### src/rtl/mem_arbiter.sv
// mem_arbiter: two-requester (instruction / data) arbiter in front of a single RAM port.
// Data wins contested grants unless the previous completed grant was data, giving
// strict alternation under sustained contention. Errors and timeouts are reported
// through the normal completion pulse with a poison load value and a sticky memerr.
module mem_arbiter #(
    parameter int unsigned TIMEOUT = 255
) (
    input  logic        CLK,
    input  logic        RST,
    input  logic        iREN,
    input  logic [31:0] iaddr,
    output logic        iwait,
    output logic [31:0] iload,
    input  logic        dREN,
    input  logic        dWEN,
    input  logic [31:0] daddr,
    input  logic [31:0] dstore,
    output logic        dwait,
    output logic [31:0] dload,
    output logic        ramREN,
    output logic        ramWEN,
    output logic [31:0] ramaddr,
    output logic [31:0] ramstore,
    input  logic [31:0] ramload,
    input  logic [1:0]  ramstate,
    output logic        memerr
);

    localparam int unsigned WORD_W = 32;
    localparam int unsigned CNT_W  = 8;
    localparam logic [1:0] RAM_ACCESS = 2'd2;
    localparam logic [1:0] RAM_ERROR  = 2'd3;
    localparam logic [WORD_W-1:0] ERR_WORD = 32'hBAD1_BAD1;

    typedef enum logic [1:0] {
        IDLE   = 2'd0,
        IGRANT = 2'd1,
        DGRANT = 2'd2
    } state_t;

    state_t            state;
    state_t            stateNext;
    logic [WORD_W-1:0] addrQ;
    logic [WORD_W-1:0] storeQ;
    logic              writeQ;
    logic [CNT_W-1:0]  cnt;
    logic              lastData;
    logic              done;
    logic              fault;
    logic              hit;
    logic              err;
    logic              tmo;
    logic [WORD_W-1:0] loadVal;

    // A real ACCESS outranks an error or an expiring counter in the same cycle.
    assign hit = (ramstate == RAM_ACCESS);
    assign err = (ramstate == RAM_ERROR);
    assign tmo = (cnt == CNT_W'(TIMEOUT));

    // Next-state selection and RAM / requester outputs; reset forces the idle view.
    always_comb begin
        stateNext = state;
        iwait     = 1'b1;
        dwait     = 1'b1;
        iload     = '0;
        dload     = '0;
        ramREN    = 1'b0;
        ramWEN    = 1'b0;
        ramaddr   = '0;
        ramstore  = '0;
        done      = 1'b0;
        fault     = 1'b0;
        loadVal   = '0;
        if (!RST) begin
            case (state)
                IDLE: begin
                    if ((dREN || dWEN) && !(iREN && lastData)) begin
                        stateNext = DGRANT;
                    end else if (iREN) begin
                        stateNext = IGRANT;
                    end
                end
                IGRANT, DGRANT: begin
                    ramREN   = !writeQ;
                    ramWEN   = writeQ;
                    ramaddr  = addrQ;
                    ramstore = storeQ;
                    if (hit || err || tmo) begin
                        done      = 1'b1;
                        fault     = !hit;
                        stateNext = IDLE;
                        loadVal   = hit ? ramload : ERR_WORD;
                        if (state == IGRANT) begin
                            iwait = 1'b0;
                            iload = loadVal;
                        end else begin
                            dwait = 1'b0;
                            dload = writeQ ? '0 : loadVal;
                        end
                    end
                end
                default: stateNext = IDLE;
            endcase
        end
    end

    // State, transaction capture, grant-cycle counter, fairness marker and sticky error.
    always_ff @(posedge CLK) begin
        if (RST) begin
            state    <= IDLE;
            addrQ    <= '0;
            storeQ   <= '0;
            writeQ   <= 1'b0;
            cnt      <= '0;
            lastData <= 1'b0;
            memerr   <= 1'b0;
        end else begin
            state <= stateNext;
            if (state == IDLE) begin
                cnt <= '0;
                if (stateNext == DGRANT) begin
                    addrQ  <= daddr;
                    storeQ <= dstore;
                    writeQ <= dWEN;
                end else if (stateNext == IGRANT) begin
                    addrQ  <= iaddr;
                    storeQ <= '0;
                    writeQ <= 1'b0;
                end
            end else if (done) begin
                lastData <= (state == DGRANT);
                if (fault) begin
                    memerr <= 1'b1;
                end
            end else begin
                cnt <= cnt + CNT_W'(1);
            end
        end
    end

endmodule
### config.mk
export PLATFORM = sky130hd
export DESIGN_NAME = mem_arbiter
export DESIGN_NICKNAME = d
export VERILOG_FILES = /design/src/rtl/mem_arbiter.sv
export SDC_FILE = /design/constraint.sdc
export NUM_CORES = 1
export LEC_CHECK = 0
export ABC_AREA = 1
export CORE_UTILIZATION = 38
export CTS_CLUSTER_DIAMETER = 50
export DETAILED_ROUTE_END_ITERATION = 10
export PLACE_DENSITY = 0.82
export SETUP_SLACK_MARGIN = 0.2
export SLEW_MARGIN = 20
export SYNTH_ARGS = -nofsm -noshare
export SYNTH_HDL_FRONTEND = slang
export SYNTH_SLANG_ARGS = --single-unit
### constraint.sdc
create_clock -name CLK -period 4.33 [get_ports CLK]
set_input_delay 0.866 -clock CLK [delete_from_list [all_inputs] [get_ports CLK]]
set_output_delay 0.866 -clock CLK [all_outputs]
set_load 0.1 [all_outputs]
======== Word level (Yosys, flattened, before mapping) ========
Cells that the tools add are included.
operators by class
  add/subtract/negate cells ............... 1
  multiply operators ...................... 0
  div/mod/pow operators ................... 0
  order comparisons ....................... 0
  eq/ne operators ......................... 7
  shift operators ......................... 0
  mux-type cells .......................... 43
  bitwise operators ....................... 1
  reductions and logical operators ........ 15
operators by type and width
  cell                                            count
  2-to-1 mux 32 bit                               18
  2-to-1 mux 1 bit                                20
  adder 8 x 1 -> 8 bit (second input constant)    1
  == test 2 bit (second input constant)           4
  == test 8 bit (second input constant)           1
  2-to-1 mux 2 bit                                4
  == test 2 x 1 -> 1 bit (second input constant)  2
  case mux 2 bit (2 select lines)                 1
  AND reduction 2 bit                             2
  OR reduction 2 bit                              2
  logical NOT 1 bit                               3
  logical OR 1 bit                                3
  AND reduction 3 bit                             1
  logical AND 1 bit                               2
  logical NOT 2 bit                               1
  nonzero test 2 bit                              1
  NOT 1 bit                                       1
storage, ports and cells
  bits in registers ....................... 77
  bits in latches ......................... 0
  memory bits (writable) .................. 0
  ROM bits ................................ 0
  input bits .............................. 135
  memories ................................ 0

======== Longest topological paths before layout ========
Gate-level depths: netlist of the first run.
  depth in word-level cells ............... 9
  gate-level depth with buffers ........... 15

======== Worst setup path before layout of the first run ========
No wires, ideal clock.
  path type ............................... input-to-output
  start ................................... in ramstate[1]
  end ..................................... out iload[0]
  data arrival time ....................... 3375 ps
  data required time ...................... 3464 ps
  path slack .............................. 89 ps
  stages .................................. 5
  path through ............................ inv_2 -> or2_1 -> buf_4 -> nor2_1 -> nor3_1
between the ends
  cells in the longest elaborated chain, start to end .. 6
RTL lines
  item                                                   RTL line  text
  start: declaration                                     25        input logic [1:0] ramstate,
  == test 2 bit (on tied branches)                       56, 57
  2-to-1 mux 32 bit or logical OR 1 bit (tied branches)  92, 88
  2-to-1 mux 32 bit or logical OR 1 bit (tied branches)  93, 88
  2-to-1 mux 32 bit *                                    88        if (hit || err || tmo) begin
  2-to-1 mux 32 bit *                                    75        case (state)
  2-to-1 mux 32 bit *                                    74        if (!RST) begin
  end: declaration                                       13        output logic [31:0] iload,
Every way passes the cells marked *; elsewhere a longest branch is shown, timed or not.

======== Worst setup path in the final report of the first run ========
  start ................................... reg state[1]
  end ..................................... reg addrQ[12]
between the ends
  cells in the longest elaborated chain, start to end .. 7
RTL lines
  item                                                     RTL line  text
  start: declaration                                       41        state_t state;
  start signal: assignment                                 118       state <= stateNext;
  == test 2 x 1 -> 1 bit, or another cell as far along     75
  OR reduction 2 bit or 2-to-1 mux 2 bit (tied branches)   75, 77
  case mux 2 bit (2 select lines)                          75
  2-to-1 mux 2 bit *                                       74
  via stateNext[1]                                         42        state_t stateNext;
  == test 2 bit or == test 2 x 1 -> 1 bit (tied branches)  121, 125
  nonzero test 2 bit (no source line)                      n/a
  AND reduction 2 bit (no source line)                     n/a
  end signal: assignment                                   122       addrQ <= daddr;
  end signal: assignment                                   126       addrQ <= iaddr;
  end: declaration                                         43        logic [WORD_W-1:0] addrQ;
The timed path passes the listed nets; every way through them passes the cells marked *.
A chain may end at the register's enable or synchronous reset.

==> results of run 1 <==
-- sequential cells by signal, indices dropped and copies added, names as in the netlist --
| register | cells |
|---|---|
| lastData | 1 |
| addrQ | 32 |
| memerr | 1 |
| state | 2 |
| cnt | 8 |
| storeQ | 32 |
| writeQ | 1 |
-- kinds of logic after synthesis --
group,after synthesis
XOR/XNOR,3
AND/OR/NAND/NOR,395
flip-flops,77
adder cells (fa/ha/maj),6
AO/OA/AOI/OAI,141
buffers and inverters,88
-- worst max-delay path: cells and delay by family, from the launching register on --
| family | cells | cell delay (ps) |
|---|---|---|
| buffers and inverters | 3 | 1320 |
| AND/OR/NAND/NOR | 5 | 550 |
| flip-flops | 1 | 420 |
| AO/OA/AOI/OAI | 2 | 530 |
| adder cells (fa/ha/maj) | 2 | 630 |
-- per-layer routing --
layer / vias up / part of all wire [%]
met1: 2552 / 40
met3: 29 / 7.0
met5: - / 0
li1: 2751 / -
met2: 241 / 50
met4: 0 / 2.5
-- per-stage QoR --
stage	setup slack, ps	instance area, um^2	power, mW	utilization, %	hold WS (ps)
floorplan	265	4740	1.39	-	445
finish	690	8130	2.37	67.4	456
CTS	687	8130	2.39	67.4	459
detailed placement	815	7840	1.67	65.0	450
global route	340	8130	2.50	67.4	479
global placement	852	7840	1.66	65.0	440
-- Yosys cell counts --
cell type    n
nand2_1    176
o22ai_1      1
clkbuf_1    24
a21oi_1    107
nand3_4      1
nand2_2      3
nor2_2      40
o21ai_0     32
a21boi_0     1
buf_6        9
dfxtp_1     77
nor3_1       2
buf_4        5
or2_1        1
ha_1         6
nand3b_1     1
buf_2       20
nand2_4      2
nor2_4       4
nand2_8      1
buf_1        3
nand3_1     47
nor2_1      81
clkbuf_4     1
xor2_1       3
inv_1       22
inv_2        4
nor3_2      30
nand4_1      6
-- worst max path at each step --
stage,slack (ps),endpoint,cells after the start
after floorplan,260,dload[0],6
after global placement,850,iload[19],7
after detailed placement,820,storeQ[8],12
after CTS,690,dload[31],9
after global routing,340,addrQ[1],12
final,690,addrQ[12],12
-- power groups by stage --
stage / logic, mW / clock network [mW] / registers (mW)
after global placement: 0.827 / 0 / 0.831
final: 0.834 / 0.720 / 0.820
after floorplan: 0.563 / 0 / 0.827
after global routing: 0.900 / 0.769 / 0.827
after detailed placement: 0.832 / 0 / 0.833
after CTS: 0.835 / 0.736 / 0.819
-- final cells by class --
type	count	area, um^2
clock buffers	11	233
clock inverters	4	50.0
fillers	1002	3930
inverters	26	98.8
multi-input cells	545	2770
flip-flops and latches	77	1540
well taps	168	210
repair buffers	277	3230
-- placed cells by master, fill, tap and decap left out, types with 5 or more instances in the layout --
| cell | n |
|---|---|
| a21oi_1 | 107 |
| buf_12 | 65 |
| buf_4 | 78 |
| clkbuf_16 | 9 |
| clkdlybuf4s50_1 | 134 |
| dfxtp_1 | 77 |
| inv_1 | 21 |
| nand2_1 | 176 |
| nand3_1 | 47 |
| nand4_1 | 6 |
| nor2_1 | 81 |
| nor2_2 | 39 |
| nor2_4 | 5 |
| nor3_2 | 32 |
| o21ai_0 | 32 |
==> impl_metrics.csv, run 1 <==
group,metric,value,unit
sta,max_freq,275,MHz
synthesis,ys.warnings.count,0,
setup_path,path_class,"reg2reg",
clock_tree,path_clk_slew,60,ps
placement,dpl.cell_count,1093,
setup_path,ff2ff_setup_slack,690,ps
sta,setup_viol_count_final,0,
sta,finalHoldViolations,0,
run,maxCapViolCount,0,
clock_tree,cts_root_buf,"clkbuf_16",
power,combPwrFrac,35.1,%
finish,diodes,0,
setup_path,crit_chain,"inv_1 -> ha_2 -> buf_4 -> nand4_1 -> nand2_1 -> nand2_1 -> nand2_1 -> ha_2 -> nor2_4 -> clkinv_2 -> a21oi_1 -> a21oi_1",
grt,antenna_found_initial,0,
grt,use_met3,6.48,%
sta,skew,7.86,ps
clock_tree,cts_setup_buffers,0,
detailed_routing,first_iter_violations,413,
power,p_clk_share,30.3,%
power,power_frac_seq,34.5,%
power,p_sw_share,36.8,%
die,initial_core_util,39.2,%
setup_path,cp.required,4530,ps
grt,busiest_layer,"met2",
setup_path,start_kind,"flop",
setup_path,cp_max_fo,67,
synthesis,avgSynthCellArea,6.67,um^2
grt,track_usage,24.7,%
sta,drv_slew,0,
power,power_switching,0.874,mW
die,ios,268,
synthesis,synth_area_leaders,"dfxtp_1 (33%), nand2_1 (14%), a21oi_1 (11%)",
die,die_area,12900,um^2
worst_hold_path,min_path_type,"reg2reg",
setup_path,slowest_stage,"clkinv_2",
placement,dpl.hpwl,11.5,mm
grt,grt_overflow,0,
synthesis,synthCells,710,
placement,port_buffers,267,
setup_path,crit_path_max_incr_delay,680,ps
detailed_routing,ant_nets,0,
detailed_routing,drcViolationCount,0,
clock_tree,hold_buffers,0,
finish,drive_gt1_share,26.2,%
clock_tree,tritoncts,"done",
worst_hold_path,hold_end,"memerr",
finish,nNetsFinal,1077,
grt,grt_pass1_vias,5045,
synthesis,synth_seq_cells,77,
detailed_routing,vias,5573,
setup_path,r2r_cells,12,
grt,met1_usage,29.0,%
clock_tree,cts_resized,0,
setup_path,startpoint,"state[1]",
synthesis,synth_top_family_by_area,"simple AND/OR/NAND/NOR gates",
sta,worst_slew_pin_slew,1050,ps
synthesis,yosysTopAreaCellShare,32.6,%
setup_path,end_kind,"flop",
die,dieWidth,114,um
synthesis,yosysTopAreaCell,"dfxtp_1",
synthesis,syn_area,4730,um^2
clock_tree,cts_buffer_depth,2,
detailed_routing,drt-pass1-iter-count,4,
synthesis,synth-adder-area-share,1.59,%
power,internal_power,1.50,mW
setup_path,r2r_start,"state[1]",
finish,synthToLayoutAreaGrowth,71.7,%
power,powerDensity,292,nW/um^2
setup_path,cpMostUsedCell,"nand2_1",
synthesis,synth_cell_type_count,29,
run_status,status,"finished, final reports clean",
clock_tree,cts.sinks,77,
worst_hold_path,holdCritStartpoint,"memerr",
sta,period_needed,3640,ps
clock_tree,htreeDepth,3,
setup_path,r2r-end,"addrQ[12]",
sta,slew-limit-headroom,29.8,%
synthesis,synth_fp_nets,851,
setup_path,cp.arrival,3840,ps
clock_tree,clock_latency,330,ps
power,cellLeakagePower,3.15,nW
detailed_routing,wirelength,15.9,mm
grt,met2_usage,43.4,%
clock_tree,numCtsBuffers,9,
die,die_h,114,um
placement,gp_congestion,0.806,
finish,fin_cells,1108,
detailed_routing,via_per_inst,5.03,
synthesis,synth_xor_area_share,0.555,%
synthesis,synth_compound_area_share,15.0,%
worst_hold_path,min_path_cells,2,
synthesis,yosys.area_share.simple,40.9,%
grt,grt_pass1_wl,25.3,mm
detailed_routing,wire_per_inst,14.3,um
sta,setup_tns,0,ps
synthesis,synth_seq_area_share,32.6,%
die,rows,40,
sta,fin_crit_sh,84.1,%
die,core_area,12100,um^2
power,ir_drop,0.000203,V
sta,rsz0062_at_grt,"no",
grt,grt_max_degree,68,
synthesis,synth.area.mux_share,0,%
(Power assumes the default switching activity.)
==> run 2: changes to the inputs <==
Settings changed: CORE_UTILIZATION 38 to 35, PLACE_DENSITY 0.82 to 0.79.
Clock period 4.33 ns to 3.3 ns, I/O delays scaled along.
==> run 2 against run 1 <==
Via count grew 1.0%. Die area is 8.4% higher. Sequential power rose by 32%. Register-to-register slack gained 60 ps. First-iteration DRC count fell by 36%. Non-clock buffer count rose by 14. Clock power rose by 35%.
==> impl_metrics.csv, run 2 (synthesized netlist as in run 1, its figures left out) <==
group,metric,value,unit
grt,track_usage,25.1,%
detailed_routing,wire_per_inst,15.4,um
setup_path,startpoint,"ramstate[1]",
clock_tree,numCtsBuffers,9,
sta,drv_slew,0,
sta,finalHoldViolations,0,
placement,dpl.cell_count,1115,
sta,holdWs,459,ps
detailed_routing,via_per_inst,4.98,
grt,grt_overflow,0,
die,core_area,13200,um^2
setup_path,cp.arrival,2320,ps
power,combPwrFrac,37.7,%
setup_path,cp.required,2640,ps
finish,fin_cells,1130,
sta,setup_tns,0,ps
grt,grt_pass1_wl,28.0,mm
finish,diodes,0,
detailed_routing,met3_length,1.34,mm
setup_path,end_kind,"primary output",
die,die_h,118,um
clock_tree,path_clk_slew,60,ps
die,die_area,14000,um^2
clock_tree,hold_buffers,0,
detailed_routing,drcViolationCount,0,
clock_tree,cts_buffer_depth,2,
detailed_routing,ant_nets,0,
power,cellLeakagePower,3.56,nW
finish,drive_gt1_share,34.6,%
setup_path,path_class,"in2out",
detailed_routing,first_iter_violations,266,
placement,port_buffers,267,
detailed_routing,wl_met1,6.61,mm
power,powerDensity,349,nW/um^2
clock_tree,htreeDepth,3,
setup_path,r2r_start,"cnt[1]",
grt,grt_pass1_vias,5564,
die,initial_core_util,35.9,%
finish,layout_common_cells,"nand2_1 (176), clkdlybuf4s50_1 (133), buf_12 (115)",
setup_path,r2r_cells,14,
power,ir_drop,0.000299,V
clock_tree,clock_latency,330,ps
worst_hold_path,min_path_type,"reg2reg",
die,rows,42,
run_status,status,"finished, final reports clean",
sta,slew-limit-headroom,57.9,%
power,internal_power,2.05,mW
grt,antenna_found_initial,0,
placement,dpl.hpwl,12.9,mm
detailed_routing,met2WireLength,8.83,mm
finish,n_fill_cell,1001,
sta,worst_slew_pin_slew,632,ps
finish,postLayoutCoreUtil,71.2,%
power,p_clk_share,29.5,%
finish,synthToLayoutAreaGrowth,98.5,%
setup_path,cp-endpoint,"iload[5]",
grt,grt_max_degree,84,
clock_tree,cts_root_buf,"clkbuf_16",
clock_tree,tritoncts,"done",
detailed_routing,wirelength,17.4,mm
run,maxCapViolCount,0,
setup_path,ff2ff_setup_slack,750,ps
die,dieWidth,118,um
detailed_routing,vias,5630,
setup_path,r2r-end,"storeQ[23]",
finish,nNetsFinal,1091,
placement,gp_congestion,0.823,
power,p_sw_share,37.5,%
detailed_routing,routed.top_layer,"met4",
sta,setup_viol_count_final,0,
power,power_switching,1.23,mW
setup_path,cp_max_fo,14,
finish,reg_top3,"addrQ: 32 flops, storeQ: 32 flops, cnt: 8 flops",
sta,max_freq,335,MHz
power,power_frac_seq,32.8,%
sta,rsz0062_at_grt,"no",
sta,skew,7.41,ps
sta,fin_crit_sh,90.3,%
setup_path,start_kind,"input pin",
sta,period_needed,2980,ps
detailed_routing,drt-pass1-iter-count,4,
die,ios,268,
clock_tree,cts.sinks,77,
finish,final_common_cell,"nand2_1",
-- run 2: cell types whose count changed in the layout (fill, tap and decap cells not counted), sizes merged --
cell           before  now
clkinvlp            2    1
clkbuf             11   13
clkdlybuf4s50     134  133
inv                25   26
bufinv              1    0
buf               143  158
clkinv              2    1
-- run 2: worst min path at each step --
| stage | from | end | slack [ps] | cells after the start |
|---|---|---|---|---|
| final | memerr | memerr | 460 | 2 |
| after global routing | memerr | memerr | 480 | 2 |
| after CTS | memerr | memerr | 460 | 2 |
| after detailed placement | memerr | memerr | 450 | 2 |
| after global placement | memerr | memerr | 440 | 2 |
| after floorplan | storeQ[0] | storeQ[0] | 440 | 2 |
-- run 2: metrics by stage --
| stage | power, mW | worst slack (ps) | cell area, um^2 |
|---|---|---|---|
| floorplan | 1.88 | -373 | 5260 |
| finish | 3.28 | 319 | 9400 |
| global route | 3.44 | 206 | 9400 |
| CTS | 3.31 | 215 | 9380 |
| global placement | 2.31 | 309 | 9080 |
| detailed placement | 2.33 | 219 | 9080 |
-- run 2: routing by layer --
| layer | up-vias | GRT usage [%] |
|---|---|---|
| li1 | 2784 | - |
| met1 | 2576 | 27.9 |
| met2 | 234 | 44.5 |
| met3 | 36 | 6.56 |
| met4 | 0 | 11.8 |
| met5 | - | 0 |
-- run 2: power groups by stage --
stage | Clock, mW | Sequential [mW] | Combinational (mW)
4_1_cts | 0.989 | 1.08 | 1.24
6_report | 0.970 | 1.08 | 1.24
2_1_floorplan | 0 | 1.09 | 0.795
5_1_grt | 1.03 | 1.09 | 1.32
3_5_place_dp | 0 | 1.10 | 1.24
3_3_place_gp | 0 | 1.09 | 1.22
-- run 2: timing repair --
| action | 4_1_cts | 5_1_grt |
|---|---|---|
| setup buffers | 0 | 0 |
| endpoints found under the setup margin | 0 | 44 |
| gates resized for setup | 0 | 4 |
-- run 2: layout make-up --
type / instances / area, um^2 / area share [%]
Timing Repair Buffer: 291 / 3970 / 42.2
Multi-Input combinational cell: 545 / 3270 / 34.8
Sequential cell: 77 / 1540 / 16.4
Clock buffer: 13 / 280 / 2.98
Tap cell: 176 / 220 / 2.34
Inverter: 26 / 100 / 1.07
Clock inverter: 2 / 16.3 / 0.173
-- run 2: critical path: stages --
cell and delay (ps):
clkdlybuf4s50_1 470, inv_2 30, or2_1 320, inv_4 190
nand2_1 180, nor3_4 250, buf_12 200
==> run 3: changes to the inputs <==
Settings changed: REMOVE_ABC_BUFFERS set to 1.
==> run 3 against run 2 <==
Critical path depth is 1 higher. Largest power group is now clock. Routed wire length decreased by 4.3%. Non-clock buffer count down 1. Register-to-register slack improved by 20 ps. Clock power is 26% higher. Cell area down 9.5%. Worst setup slack got worse by 9.5 ps. Highest routed layer unchanged. Maximum frequency decreased by 0.32%. Flip-flop and latch count stayed put. Combinational power decreased by 7%.
==> impl_metrics.csv, run 3 (synthesized netlist as in run 1, its figures left out) <==
group,metric,value,unit
run_status,status,"finished, final reports clean",
sta,finalHoldViolations,0,
finish,postLayoutCoreUtil,64.5,%
worst_hold_path,min_path_cells,2,
setup_path,r2r_cells,11,
clock_tree,numCtsBuffers,9,
detailed_routing,wire_per_inst,14.7,um
detailed_routing,first_iter_violations,361,
grt,grt_pass1_vias,5319,
setup_path,end_kind,"primary output",
finish,design_area,8510,um^2
sta,drv_slew,0,
finish,drive_gt1_share,27.6,%
clock_tree,cts_root_buf,"clkbuf_16",
detailed_routing,drcViolationCount,0,
clock_tree,cts.sinks,77,
setup_path,start_kind,"flop",
sta,skew,6.89,ps
finish,final_common_cell,"nand2_1",
finish,fin_cells,1131,
setup_path,ff2ff_setup_slack,770,ps
detailed_routing,vias,5626,
power,power_frac_seq,31.2,%
setup_path,r2r-end,"storeQ[0]",
power,p_clk_share,35.4,%
grt,grt_max_degree,90,
setup_path,cp.arrival,2330,ps
die,core_area,13200,um^2
sta,max_freq,334,MHz
die,ios,268,
die,dieWidth,118,um
finish,nNetsFinal,1090,
setup_path,r2r_start,"cnt[1]",
power,ir_drop,0.000261,V
sta,holdWs,460,ps
detailed_routing,drt-pass1-iter-count,5,
clock_tree,clock_latency,330,ps
power,p_sw_share,34.7,%
placement,port_buffers,267,
die,die_h,118,um
sta,rsz0062_at_grt,"yes",
worst_hold_path,min_path_type,"reg2reg",
sta,worst_slew_pin_slew,716,ps
power,combPwrFrac,33.3,%
sta,fin_crit_sh,90.6,%
detailed_routing,ant_nets,0,
setup_path,cp.required,2640,ps
placement,dpl_cell_area,8070,um^2
grt,track_usage,23.7,%
setup_path,path_class,"reg2out",
sta,period_needed,2990,ps
die,die_area,14000,um^2
sta,worst_slack,309,ps
sta,slew-limit-headroom,52.2,%
placement,gp_congestion,0.902,
placement,dpl.hpwl,12.0,mm
detailed_routing,via_per_inst,4.97,
die,initial_core_util,35.9,%
power,power_switching,1.20,mW
grt,grt_pass1_wl,26.8,mm
detailed_routing,wirelength,16.6,mm
clock_tree,path_clk_slew,60,ps
power,cellLeakagePower,3.31,nW
power,powerDensity,405,nW/um^2
worst_hold_path,holdCritStartpoint,"memerr",
run,maxCapViolCount,0,
worst_hold_path,hold_end,"memerr",
sta,setup_viol_count_final,0,
grt,antenna_found_initial,1,
finish,synthToLayoutAreaGrowth,79.7,%
clock_tree,htreeDepth,3,
grt,grt_overflow,0,
placement,dpl.cell_count,1108,
clock_tree,cts_buffer_depth,2,
die,rows,42,
clock_tree,tritoncts,"done",
finish,reg_top3,"addrQ: 32 flops, storeQ: 32 flops, cnt: 8 flops",
power,internal_power,2.25,mW
placement,pre_cts_ws,266,ps
finish,layout_common_cells,"nand2_1 (176), clkdlybuf4s50_1 (133), a21oi_1 (107)",
setup_path,cp_max_fo,32,
[run 3: repair_timing]
action / CTS / global route
setup endpoints to repair: 21 / 40
buffers inserted: 3 / 3
pin swaps: 1 / 0
hold buffers: 0 / 0
resized for setup: 0 / 5
[run 3: routing by layer]
layer / global-route usage, % / part of all wire, % / routed length, um / vias to the layer above
met5: 0 / 0 / 0 / -
met4: 6.25 / 1.1 / 191 / 0
met3: 6.76 / 7.9 / 1320 / 15
met2: 41.7 / 51 / 8500 / 244
met1: 28.1 / 40 / 6610 / 2585
li1: - / - / - / 2782
[run 3: power by group through the flow]
stage	combinational [mW]	sequential, mW	clock, mW
2_1_floorplan	0.657	1.08	0
3_3_place_gp	1.13	1.09	0
3_5_place_dp	1.14	1.09	0
4_1_cts	1.15	1.07	1.25
5_1_grt	1.23	1.09	1.30
6_report	1.15	1.08	1.22
[run 3: how the worst max path moves through the flow]
stage / depth (start not counted) / slack, ps / start / to
floorplan: 8 / -2210 / state[0] / dload[0]
global placement: 7 / 320 / ramstate[1] / iload[8]
detailed placement: 7 / 270 / ramstate[1] / iload[17]
CTS: 8 / 220 / state[1] / iload[31]
global route: 9 / 190 / cnt[0] / iload[8]
finish: 8 / 310 / state[0] / iload[0]
[run 3: cell type report]
type | instances | area, um^2
clock buffers | 9 | 225
flip-flops and latches | 77 | 1540
fillers | 1126 | 4680
repair buffers | 290 | 3500
inverters | 26 | 100
well taps | 176 | 220
diodes | 1 | 2.50
multi-input cells | 545 | 2770
clock inverters | 7 | 145
[run 3: metrics by stage]
step,total power [mW],TNS (ps)
6_report,3.44,0
5_1_grt,3.61,0
4_1_cts,3.48,0
3_5_place_dp,2.24,0
3_3_place_gp,2.22,0
2_1_floorplan,1.74,-228630
[run 3: worst max-delay path: stages (launching register included)]
cell,delay [ps]
dfxtp_2,380
inv_1,90
ha_2,400
inv_2,60
nor2_4,90
inv_2,50
buf_4,280
nor3_1,400
buf_12,230
